## src/rtl/mc_ctrl_defs_pkg.sv

```systemverilog
// Shared definitions for the multi-cycle MIPS control path: state encodings,
// opcodes, mux-select encodings and the packed control word. Optional macro: CTRL_BNE_EN.
package mc_ctrl_defs;

  typedef enum logic [3:0] {
    S_FETCH   = 4'd0,
    S_DECODE  = 4'd1,
    S_MEMADR  = 4'd2,
    S_MEMRD   = 4'd3,
    S_MEMWB   = 4'd4,
    S_MEMWR   = 4'd5,
    S_EXEC    = 4'd6,
    S_ALUWB   = 4'd7,
    S_BRANCH  = 4'd8,
    S_JUMP    = 4'd9,
    S_ADDI_EX = 4'd10,
    S_ADDI_WB = 4'd11
  } state_t;

  localparam logic [5:0] OP_RTYPE = 6'h00;
  localparam logic [5:0] OP_LW    = 6'h23;
  localparam logic [5:0] OP_SW    = 6'h2B;
  localparam logic [5:0] OP_BEQ   = 6'h04;
  localparam logic [5:0] OP_J     = 6'h02;
  localparam logic [5:0] OP_ADDI  = 6'h08;
`ifdef CTRL_BNE_EN
  localparam logic [5:0] OP_BNE   = 6'h05;
`endif

  localparam logic [1:0] ALU_ADD   = 2'b00;
  localparam logic [1:0] ALU_SUB   = 2'b01;
  localparam logic [1:0] ALU_FUNCT = 2'b10;

  localparam logic [1:0] SRCB_REG     = 2'b00;
  localparam logic [1:0] SRCB_FOUR    = 2'b01;
  localparam logic [1:0] SRCB_IMM     = 2'b10;
  localparam logic [1:0] SRCB_IMM_SH2 = 2'b11;

  localparam logic [1:0] PCSRC_ALU    = 2'b00;
  localparam logic [1:0] PCSRC_ALUOUT = 2'b01;
  localparam logic [1:0] PCSRC_JUMP   = 2'b10;

  typedef struct packed {
    logic       pc_write;
    logic       pc_write_cond;
    logic       iord;
    logic       mem_read;
    logic       mem_write;
    logic       ir_write;
    logic       mem_to_reg;
    logic       reg_dst;
    logic       reg_write;
    logic       alu_src_a;
    logic [1:0] alu_src_b;
    logic [1:0] alu_op;
    logic [1:0] pc_source;
    logic       instr_done;
  } ctrl_word_t;

  function automatic logic is_branch_op(input logic [5:0] op);
`ifdef CTRL_BNE_EN
    return (op == OP_BEQ) || (op == OP_BNE);
`else
    return (op == OP_BEQ);
`endif
  endfunction

endpackage

```

## src/rtl/mc_ctrl_outdec.sv

```systemverilog
// Combinational state -> control word decoder for the multi-cycle control FSM.
// Unlisted fields stay 0; unused encodings decode to an all-zero word.
module mc_ctrl_outdec
  import mc_ctrl_defs::*;
(
  input  logic [3:0] state,
  output ctrl_word_t ctrl
);

  always_comb begin
    ctrl = '0;
    case (state_t'(state))
      S_FETCH: begin
        ctrl.mem_read  = 1'b1;
        ctrl.ir_write  = 1'b1;
        ctrl.alu_src_b = SRCB_FOUR;
        ctrl.alu_op    = ALU_ADD;
        ctrl.pc_source = PCSRC_ALU;
        ctrl.pc_write  = 1'b1;
      end
      S_DECODE: begin
        // Branch target is computed speculatively into ALUOut here.
        ctrl.alu_src_b = SRCB_IMM_SH2;
        ctrl.alu_op    = ALU_ADD;
      end
      S_MEMADR: begin
        ctrl.alu_src_a = 1'b1;
        ctrl.alu_src_b = SRCB_IMM;
      end
      S_MEMRD: begin
        ctrl.iord     = 1'b1;
        ctrl.mem_read = 1'b1;
      end
      S_MEMWB: begin
        ctrl.mem_to_reg = 1'b1;
        ctrl.reg_write  = 1'b1;
        ctrl.instr_done = 1'b1;
      end
      S_MEMWR: begin
        ctrl.iord       = 1'b1;
        ctrl.mem_write  = 1'b1;
        ctrl.instr_done = 1'b1;
      end
      S_EXEC: begin
        ctrl.alu_src_a = 1'b1;
        ctrl.alu_src_b = SRCB_REG;
        ctrl.alu_op    = ALU_FUNCT;
      end
      S_ALUWB: begin
        ctrl.reg_dst    = 1'b1;
        ctrl.reg_write  = 1'b1;
        ctrl.instr_done = 1'b1;
      end
      S_BRANCH: begin
        ctrl.alu_src_a     = 1'b1;
        ctrl.alu_src_b     = SRCB_REG;
        ctrl.alu_op        = ALU_SUB;
        ctrl.pc_source     = PCSRC_ALUOUT;
        ctrl.pc_write_cond = 1'b1;
        ctrl.instr_done    = 1'b1;
      end
      S_JUMP: begin
        ctrl.pc_source  = PCSRC_JUMP;
        ctrl.pc_write   = 1'b1;
        ctrl.instr_done = 1'b1;
      end
      S_ADDI_EX: begin
        ctrl.alu_src_a = 1'b1;
        ctrl.alu_src_b = SRCB_IMM;
        ctrl.alu_op    = ALU_ADD;
      end
      S_ADDI_WB: begin
        ctrl.reg_write  = 1'b1;
        ctrl.instr_done = 1'b1;
      end
      default: ctrl = '0;
    endcase
  end

endmodule

```

## src/rtl/mc_control_fsm.sv

```systemverilog
// Main control FSM of the multi-cycle MIPS datapath (Moore, decoded by mc_ctrl_outdec).
// Optional macro CTRL_BNE_EN adds the BNE opcode and the branch_ne output.
//
//  state    | meaning
//  ---------+------------------------------------------------
//  FETCH    | read instruction, load IR, PC <= PC+4
//  DECODE   | read registers, branch target into ALUOut
//  MEMADR   | effective address A + imm
//  MEMRD    | data memory read at ALUOut
//  MEMWB    | write MDR to rt
//  MEMWR    | data memory write at ALUOut
//  EXEC     | R-type ALU operation
//  ALUWB    | write ALUOut to rd
//  BRANCH   | compare A-B, conditional PC <= ALUOut
//  JUMP     | PC <= jump target
//  ADDI_EX  | A + imm
//  ADDI_WB  | write ALUOut to rt
module mc_control_fsm
  import mc_ctrl_defs::*;
(
  input  logic       clk,
  input  logic       reset,
  input  logic [5:0] opcode,
  output logic       pc_write,
  output logic       pc_write_cond,
  output logic       iord,
  output logic       mem_read,
  output logic       mem_write,
  output logic       ir_write,
  output logic       mem_to_reg,
  output logic       reg_dst,
  output logic       reg_write,
  output logic       alu_src_a,
  output logic [1:0] alu_src_b,
  output logic [1:0] alu_op,
  output logic [1:0] pc_source,
  output logic       instr_done,
  output logic       illegal_op,
  output logic [3:0] state
`ifdef CTRL_BNE_EN
  ,
  output logic       branch_ne
`endif
);

  state_t     state_q;
  state_t     state_next;
  logic       illegal_dec;
  ctrl_word_t ctrl;

  always_ff @(posedge clk) begin
    if (reset) state_q <= S_FETCH;
    else       state_q <= state_next;
  end

  always_comb begin
    state_next  = S_FETCH;
    illegal_dec = 1'b0;
    case (state_q)
      S_FETCH: state_next = S_DECODE;
      S_DECODE: begin
        if ((opcode == OP_LW) || (opcode == OP_SW)) state_next = S_MEMADR;
        else if (opcode == OP_RTYPE)                state_next = S_EXEC;
        else if (is_branch_op(opcode))              state_next = S_BRANCH;
        else if (opcode == OP_J)                    state_next = S_JUMP;
        else if (opcode == OP_ADDI)                 state_next = S_ADDI_EX;
        else begin
          state_next  = S_FETCH;
          illegal_dec = 1'b1;
        end
      end
      S_MEMADR:  state_next = (opcode == OP_LW) ? S_MEMRD : S_MEMWR;
      S_MEMRD:   state_next = S_MEMWB;
      S_EXEC:    state_next = S_ALUWB;
      S_ADDI_EX: state_next = S_ADDI_WB;
      default:   state_next = S_FETCH;
    endcase
  end

  mc_ctrl_outdec u_outdec (
    .state (state_q),
    .ctrl  (ctrl)
  );

  // Write enables are gated by reset so an aborted instruction cannot commit.
  assign pc_write      = ctrl.pc_write      & ~reset;
  assign pc_write_cond = ctrl.pc_write_cond & ~reset;
  assign mem_write     = ctrl.mem_write     & ~reset;
  assign reg_write     = ctrl.reg_write     & ~reset;
  assign ir_write      = ctrl.ir_write      & ~reset;
  assign instr_done    = (ctrl.instr_done | illegal_dec) & ~reset;
  assign illegal_op    = illegal_dec & ~reset;

  assign iord       = ctrl.iord;
  assign mem_read   = ctrl.mem_read;
  assign mem_to_reg = ctrl.mem_to_reg;
  assign reg_dst    = ctrl.reg_dst;
  assign alu_src_a  = ctrl.alu_src_a;
  assign alu_src_b  = ctrl.alu_src_b;
  assign alu_op     = ctrl.alu_op;
  assign pc_source  = ctrl.pc_source;
  assign state      = state_q;

`ifdef CTRL_BNE_EN
  // Remember BNE at decode so the opcode is not re-sampled in BRANCH.
  logic bne_q;

  always_ff @(posedge clk) begin
    if (reset)                     bne_q <= 1'b0;
    else if (state_q == S_DECODE)  bne_q <= (opcode == OP_BNE);
  end

  assign branch_ne = (state_q == S_BRANCH) && bne_q;
`endif

endmodule

```

## config.mk

```make
export PLATFORM = sky130hd
export DESIGN_NAME = mc_control_fsm
export DESIGN_NICKNAME = d
export VERILOG_FILES = /design/src/rtl/mc_ctrl_defs_pkg.sv /design/src/rtl/mc_ctrl_outdec.sv /design/src/rtl/mc_control_fsm.sv
export SDC_FILE = /design/constraint.sdc
export NUM_CORES = 1
export LEC_CHECK = 0
export CAP_MARGIN = 40
export CORE_ASPECT_RATIO = 1.2
export CORE_MARGIN = 8
export CORE_UTILIZATION = 33
export DETAILED_ROUTE_END_ITERATION = 10
export PLACE_DENSITY = 0.74
export SLEW_MARGIN = 20
export SYNTH_ARGS = -nofsm -noshare
export SYNTH_HDL_FRONTEND = slang
export SYNTH_SLANG_ARGS = --single-unit
```

## constraint.sdc

```tcl
create_clock -name clk -period 1.3 [get_ports clk]
set_input_delay 0.13 -clock clk [delete_from_list [all_inputs] [get_ports clk]]
set_output_delay 0.13 -clock clk [all_outputs]
set_load 0.1 [all_outputs]
```

==> impl_metrics.env, run 1 <==
export IMPL_dp_hpwl_um=2457
export IMPL_cts_hold_buf=0
export IMPL_cts_root_buf="clkbuf_4"
export IMPL_netlist_area_um2=523.0
export IMPL_syn_area_per_cell_um2=7.164
export IMPL_ioPinCount=30
export IMPL_synthArstFlopShare_pct=0
export IMPL_muxShareOfSynthArea_pct=0
export IMPL_place_ws_ns=-0.4287
export IMPL_synthFlopType="dfxtp_1"
export IMPL_synth_seq_cells=4
export IMPL_h_tree_depth=1
export IMPL_initial_core_util_pct=35.73
export IMPL_die_width_um=52.34
export IMPL_post_cts_setup_buffers=14
export IMPL_cts_resized=39
export IMPL_synth_compound_area_share_pct=17.70
export IMPL_ys_seq_area_share_pct=15.31
export IMPL_synth_cell_types=38
export IMPL_synthAdderAreaFrac_pct=1.914
export IMPL_die_h_um=59.61
export IMPL_synth_nets=81
export IMPL_cts_made_buffers=3
export IMPL_yosys_area_top_type_share_pct=15.31
export IMPL_synth_xor_area_share_pct=5.024
export IMPL_synth_top_family_by_area="simple AND/OR/NAND/NOR gates"
export IMPL_ys_top_cells_by_count="nor2_1 (11), nor3_1 (6), nand2_1 (5)"
export IMPL_outcome="did not finish"
export IMPL_clock_sinks=4
export IMPL_stop_stage="clock tree synthesis (4_1_cts)"
export IMPL_clk_path_buf_depth=2
export IMPL_synth_area_leaders="dfxtp_1 (15%), nor2_1 (7.9%), buf_6 (6.5%)"
export IMPL_yosysMostFrequentCell="nor2_1"
export IMPL_syn_inst=73
export IMPL_yosys_warnings=0
export IMPL_rows=15
export IMPL_yosysTopAreaCell="dfxtp_1"
export IMPL_synthSimpleGateAreaFrac_pct=49.04
export IMPL_synth_edf_count=0
export IMPL_io_buffer_count=29
export IMPL_place_congestion=0.8227
export IMPL_stop_error="[ERROR DPL-0038] Utilization greater than 100%, impossible to legalize"
[logic make-up after synthesis]
kind of cell	Yosys count
flip-flops	4
buffers and inverters	8
AND/OR/NAND/NOR	44
XOR/XNOR	3
adder cells (fa/ha/maj)	1
AO/OA/AOI/OAI	13
[metrics by stage]
step | setup TNS [ns] | area (um2) | util, % | instances | hold slack, ns
floorplan | -11.24 | 804.5 | - | 73 | 0.2739
detailed placement | -2.571 | 1415 | 96.67 | 135 | 0.6553
global placement | -1.544 | 1415 | 96.67 | 135 | 0.6134
==> inputs of run 2 (changes only) <==
Settings changed: CORE_AREA from default to 8 8 69 71, CORE_ASPECT_RATIO 1.2 to default, CORE_MARGIN 8 to default, CORE_UTILIZATION 33 to default, DIE_AREA from default to 0 0 77 79, PLACE_DENSITY 0.74 to default, PLACE_DENSITY_LB_ADDON from default to 0.15.
Clock period 1.3 ns to 1.7 ns, I/O delays scaled along.
==> run 2 against run 1 <==
  * The flow now finishes without violations
  * Synthesized cell count unchanged
  * Synthesized area did not move
==> impl_metrics.env, run 2 <==
export IMPL_outcome="finished, final reports clean"
export IMPL_synth_edf_count=0
export IMPL_ioPinCount=30
export IMPL_dp_hpwl_um=1800
export IMPL_synth_cell_types=38
export IMPL_cts_root_buf="clkbuf_8"
export IMPL_clock_sinks=4
export IMPL_fin_util_pct=40.22
export IMPL_layout_drive_gt1_share_pct=70.97
export IMPL_required_ns=1.53
export IMPL_top_layer="met4"
export IMPL_muxShareOfSynthArea_pct=0
export IMPL_yosysMostFrequentCell="nor2_1"
export IMPL_ys_seq_area_share_pct=15.31
export IMPL_ff2ff_setup_slack_ns=0.34
export IMPL_fmax_ghz=0.6066
export IMPL_core_um2=3799
export IMPL_die_h_um=79
export IMPL_antenna_found_initial=0
export IMPL_setup_viol=0
export IMPL_synth_top_family_by_area="simple AND/OR/NAND/NOR gates"
export IMPL_yosys_warnings=0
export IMPL_grt_pass1_vias=737
export IMPL_dr_pass1_iters=3
export IMPL_hold_class="in2reg"
export IMPL_finalHoldViolations=0
export IMPL_multi_input_area_um2=614.3
export IMPL_fin_crit_sh_pct=96.98
export IMPL_clock_latency_ns=0.22
export IMPL_wl_met1_um=963
export IMPL_ys_top_cells_by_count="nor2_1 (11), nor3_1 (6), nand2_1 (5)"
export IMPL_r2r_start="state[1]"
export IMPL_slew_limit_headroom_pct=81.36
export IMPL_via_per_inst=4.092
export IMPL_synth_seq_cells=4
export IMPL_clk_path_buf_depth=2
export IMPL_worstHoldStart="opcode[0]"
export IMPL_wl_per_cell_um=12.40
export IMPL_dr_wl_met2_um=1048
export IMPL_cpPeakStageDelay_ns=0.39
export IMPL_h_tree_depth=1
export IMPL_path_max_fanout=10
export IMPL_yosysTopAreaCell="dfxtp_1"
export IMPL_drv_cap=0
export IMPL_clkTransAtPathRegs_ns=0.03
export IMPL_endpoint_kind="output pin"
export IMPL_via_count=712
export IMPL_synthAdderAreaFrac_pct=1.914
export IMPL_io_buffer_count=29
export IMPL_drc_errors=0
export IMPL_synth_area_leaders="dfxtp_1 (15%), nor2_1 (7.9%), buf_6 (6.5%)"
export IMPL_synth_nets=81
export IMPL_ant_nets=0
export IMPL_synthArstFlopShare_pct=0
export IMPL_placedCellCount=161
export IMPL_cp_start_kind="flip-flop"
export IMPL_yosys_area_top_type_share_pct=15.31
export IMPL_r2r_end="state[0]"
export IMPL_grt_pass1_wl_um=3650
export IMPL_netlist_area_um2=523.0
export IMPL_crit_slowest_cell="dfxtp_4"
export IMPL_crit_family="flip-flops"
export IMPL_synthSimpleGateAreaFrac_pct=49.04
export IMPL_worstPathArrival_ns=1.48
export IMPL_gr_usage_all_layers_pct=7.251
export IMPL_syn_area_per_cell_um2=7.164
export IMPL_area_growth_pct=192.1
export IMPL_synth_xor_area_share_pct=5.024
export IMPL_tightest_slew_ns=0.2784
export IMPL_cp_cell_sequence="inv_1 > nor2_4 > o32a_1 > nor2_4 > buf_12"
export IMPL_rsz0062_at_grt="yes"
export IMPL_fin_hold_ws_ns=0.4085
export IMPL_cpMostUsedCell="nor2_4"
export IMPL_slew_violations=0
export IMPL_cellPowerDensity_nw_per_um2=414.8
export IMPL_synth_compound_area_share_pct=17.70
export IMPL_die_area_um2=6083
export IMPL_syn_inst=73
export IMPL_drt_wl_total_um=2158
export IMPL_die_width_um=77
export IMPL_reg2regPathDepth=4
export IMPL_cp_num_buf_inv=2
export IMPL_grt_max_degree=16
export IMPL_largest_reg_flops=4
export IMPL_layout_commonest_cell="buf_4"
export IMPL_seqCellArea_um2=95.09
export IMPL_worstHoldEndpoint="state[0]"
export IMPL_globalRoute_totalOverflow=0
export IMPL_worst_setup_path_type="reg2out"
export IMPL_clock_skew_ns=0.002033
export IMPL_rows=23
export IMPL_min_delay_path_depth=4
export IMPL_synthFlopType="dfxtp_1"
export IMPL_place_congestion=0.6900
export IMPL_peakVddDrop_mv=0.2074
export IMPL_power_leakage_nw=0.5723
export IMPL_initial_core_util_pct=13.77
export IMPL_cts_tree="yes"
export IMPL_fillers=393
export IMPL_fin_cells=174
export IMPL_dr_wl_met3_um=119
export IMPL_nNetsFinal=134
export IMPL_period_minus_slack_ns=1.649
export IMPL_diodes=0
export IMPL_final_cell_mix="buf_4 (24), buf_12 (22), nor2_4 (6)"
export IMPL_drt_iter0_drc=16
export IMPL_cts_made_buffers=3
## run 2: cell counts after synthesis
Identical to the previous run, type by type.
## run 2: what timing repair did
action,in CTS,in global routing
cloned,0,0
pin swaps,6,5
hold buffers,0,0
resized for setup,3,8
setup buffers,3,7
setup endpoints to repair,5,7
## run 2: stage by stage
stage / setup slack, ns / area [um2] / setup TNS, ns / power (mW)
finish: 0.05141 / 1528 / 0 / 0.6336
global route: -0.02938 / 1528 / -0.06680 / 0.6707
CTS: 0.002956 / 1446 / 0 / 0.6270
detailed placement: -0.03350 / 1374 / -0.04669 / 0.4197
global placement: 0.002254 / 1374 / 0 / 0.4183
floorplan: -0.6328 / 787.0 / -4.454 / 0.3040
## run 2: cell type report
cell class / instances / area share, %
repair buffers: 55 / 46.52
clock buffers: 3 / 2.703
inverters: 1 / 0.2457
well taps: 50 / 4.095
flip-flops and latches: 4 / 6.224
multi-input cells: 61 / 40.21
## run 2: power breakdown
group / internal (mW) / total [mW] / switching [mW]
Combinational: 0.137 / 0.334 / 0.196
Sequential: 0.0928 / 0.101 / 0.00844
Clock: 0.151 / 0.199 / 0.0480
## run 2: tightest hold or removal path, delay by kind of cell
kind                   cells  cell delay [ns]
AOI/OAI and AO/OA          1             0.06
buffers and inverters      1             0.17
and+or+nand+nor            2             0.18
## run 2: how the worst max path moves through the flow
| stage | start | end | slack (ns) | cells past startpoint |
|---|---|---|---|---|
| 5_1_grt | state[2] | illegal_op | -0.03 | 5 |
| 3_5_place_dp | opcode[1] | instr_done | -0.03 | 5 |
| 6_report | state[1] | reg_write | 0.05 | 5 |
| 4_1_cts | state[2] | pc_source[0] | 0.003 | 4 |
| 3_3_place_gp | opcode[1] | instr_done | 0.002 | 5 |
| 2_1_floorplan | state[3] | pc_source[0] | -0.63 | 4 |
## run 2: logic make-up after synthesis
kind of cell    after synthesis
fa+ha+maj                     1
simple gates                 44
flops                         4
buf+inv                       8
xor+xnor                      3
compound gates               13
## run 2: per-layer routing
metal / vias up / track usage [%]
met5: - / 0
met4: 0 / 3.962
met3: 2 / 1.919
met2: 21 / 12.06
met1: 323 / 8.350
li1: 366 / -
Power figures use the tool's default switching activity.
==> inputs of run 3 (changes only) <==
Settings changed: TNS_END_PERCENT from default to 50.
==> run 3 against run 2 <==
  * Non-clock buffer count unchanged
  * Final area down 2.8%
  * Die area unchanged
  * Largest power group unchanged
  * Highest routed layer unchanged
==> impl_metrics.env, run 3 (synthesis results as in run 2) <==
export IMPL_outcome="finished, final reports clean"
export IMPL_fillers=385
export IMPL_die_area_um2=6083
export IMPL_worst_setup_path_type="reg2out"
export IMPL_fin_crit_sh_pct=98.24
export IMPL_p_sw_uw=261.1
export IMPL_p_int_uw=377.5
export IMPL_clkTransAtPathRegs_ns=0.03
export IMPL_min_delay_path_depth=3
export IMPL_combPwrFrac_pct=50.9
export IMPL_fin_total_pwr_uw=638.7
export IMPL_grt_pass1_vias=749
export IMPL_path_max_fanout=8
export IMPL_place_congestion=0.7127
export IMPL_cellPowerDensity_nw_per_um2=430.0
export IMPL_grt_pass1_wl_um=3415
export IMPL_cts_made_buffers=3
export IMPL_drc_errors=0
export IMPL_rows=23
export IMPL_power_frac_seq_pct=15.8
export IMPL_nNetsFinal=134
export IMPL_diodes=0
export IMPL_cp_start_kind="flip-flop"
export IMPL_fmax_ghz=0.5988
export IMPL_cts_root_buf="clkbuf_8"
export IMPL_grt_max_degree=13
export IMPL_clk_path_buf_depth=2
export IMPL_tightest_slew_ns=0.2751
export IMPL_layout_drive_gt1_share_pct=67.74
export IMPL_cts_tree="yes"
export IMPL_dr_pass1_iters=3
export IMPL_peakVddDrop_mv=0.1666
export IMPL_gr_usage_all_layers_pct=7.146
export IMPL_hold_class="in2reg"
export IMPL_swShare_pct=40.89
export IMPL_final_cell_mix="buf_4 (24), buf_12 (22), nor2_2 (6)"
export IMPL_largest_reg_flops=4
export IMPL_initial_core_util_pct=13.77
export IMPL_cts_hold_buf=0
export IMPL_clock_sinks=4
export IMPL_via_count=712
export IMPL_globalRoute_totalOverflow=0
export IMPL_period_minus_slack_ns=1.670
export IMPL_wl_per_cell_um=11.64
export IMPL_finalHoldViolations=0
export IMPL_worstPathArrival_ns=1.50
export IMPL_clock_latency_ns=0.23
export IMPL_drt_iter0_drc=21
export IMPL_power_leakage_nw=0.5727
export IMPL_die_width_um=77
export IMPL_antenna_found_initial=0
export IMPL_clock_skew_ns=0.004923
export IMPL_io_buffer_count=29
export IMPL_setup_viol=0
export IMPL_area_growth_pct=184.0
export IMPL_drv_cap=0
export IMPL_dp_hpwl_um=1701
export IMPL_slew_limit_headroom_pct=81.58
export IMPL_fin_hold_ws_ns=0.4515
export IMPL_rsz0062_at_grt="yes"
export IMPL_ioPinCount=30
export IMPL_required_ns=1.53
export IMPL_slew_violations=0
export IMPL_endpoint_kind="output pin"
export IMPL_drt_wl_total_um=2026
export IMPL_ant_nets=0
export IMPL_reg2regPathDepth=5
export IMPL_core_um2=3799
export IMPL_h_tree_depth=1
export IMPL_clkPwrFrac_pct=33.4
export IMPL_die_h_um=79
export IMPL_layout_commonest_cell="buf_4"
export IMPL_via_per_inst=4.092
-- run 3: worst paths after layout --
path	startpoint	endpoint	slack, ns
worst max-delay path	state[2]	reg_write	0.03
worst min register to register	state[2]	state[2]	0.59
worst min-delay path	opcode[1]	state[0]	0.45
worst max register to register	state[2]	state[0]	0.35
-- run 3: through the flow --
stage               setup slack, ns  cell area, um2  utilization, %  instances  TNS (ns)
floorplan                   -0.6329           750.7               -         73    -5.852
global placement            0.02033            1338           35.21        161         0
detailed placement         -0.02415            1338           35.21        161  -0.02415
CTS                        -0.01236            1408           37.06        167  -0.01717
global route               -0.01870            1485           39.10        174  -0.01870
finish                      0.02994            1485           39.10        174         0
-- run 3: timing repair --
item / CTS / global route
pin swaps: 4 / 5
setup endpoints to repair: 5 / 7
resized for setup: 3 / 7
buffers inserted: 3 / 7
-- run 3: layout make-up --
cell class              count  area, um2  area share, %
repair buffers             55      716.9          48.27
multi-input cells          61      565.5          38.08
flip-flops and latches      4      95.09          6.403
well taps                  50      62.56          4.212
clock buffers               3      41.29          2.780
inverters                   1      3.754         0.2527
-- run 3: power groups by stage --
stage	Sequential (mW)	Combinational [mW]	Clock [mW]
floorplan	0.116	0.181	0
global placement	0.107	0.305	0
detailed placement	0.106	0.305	0
CTS	0.105	0.307	0.219
global route	0.102	0.339	0.225
finish	0.101	0.325	0.213
-- run 3: worst max-delay path, cell delays in order (launching register included) --
cell     delay (ns)
dfxtp_4        0.36
or2b_4         0.28
buf_6          0.14
o32a_1         0.18
nor2_4         0.13
buf_12         0.18
-- run 3: routing by layer --
layer  part of all wire, %  track usage (%)
met4                   3.5            6.226
met3                   7.9            2.709
met2                    46            10.88
met5                     0                0
met1                    42            7.728
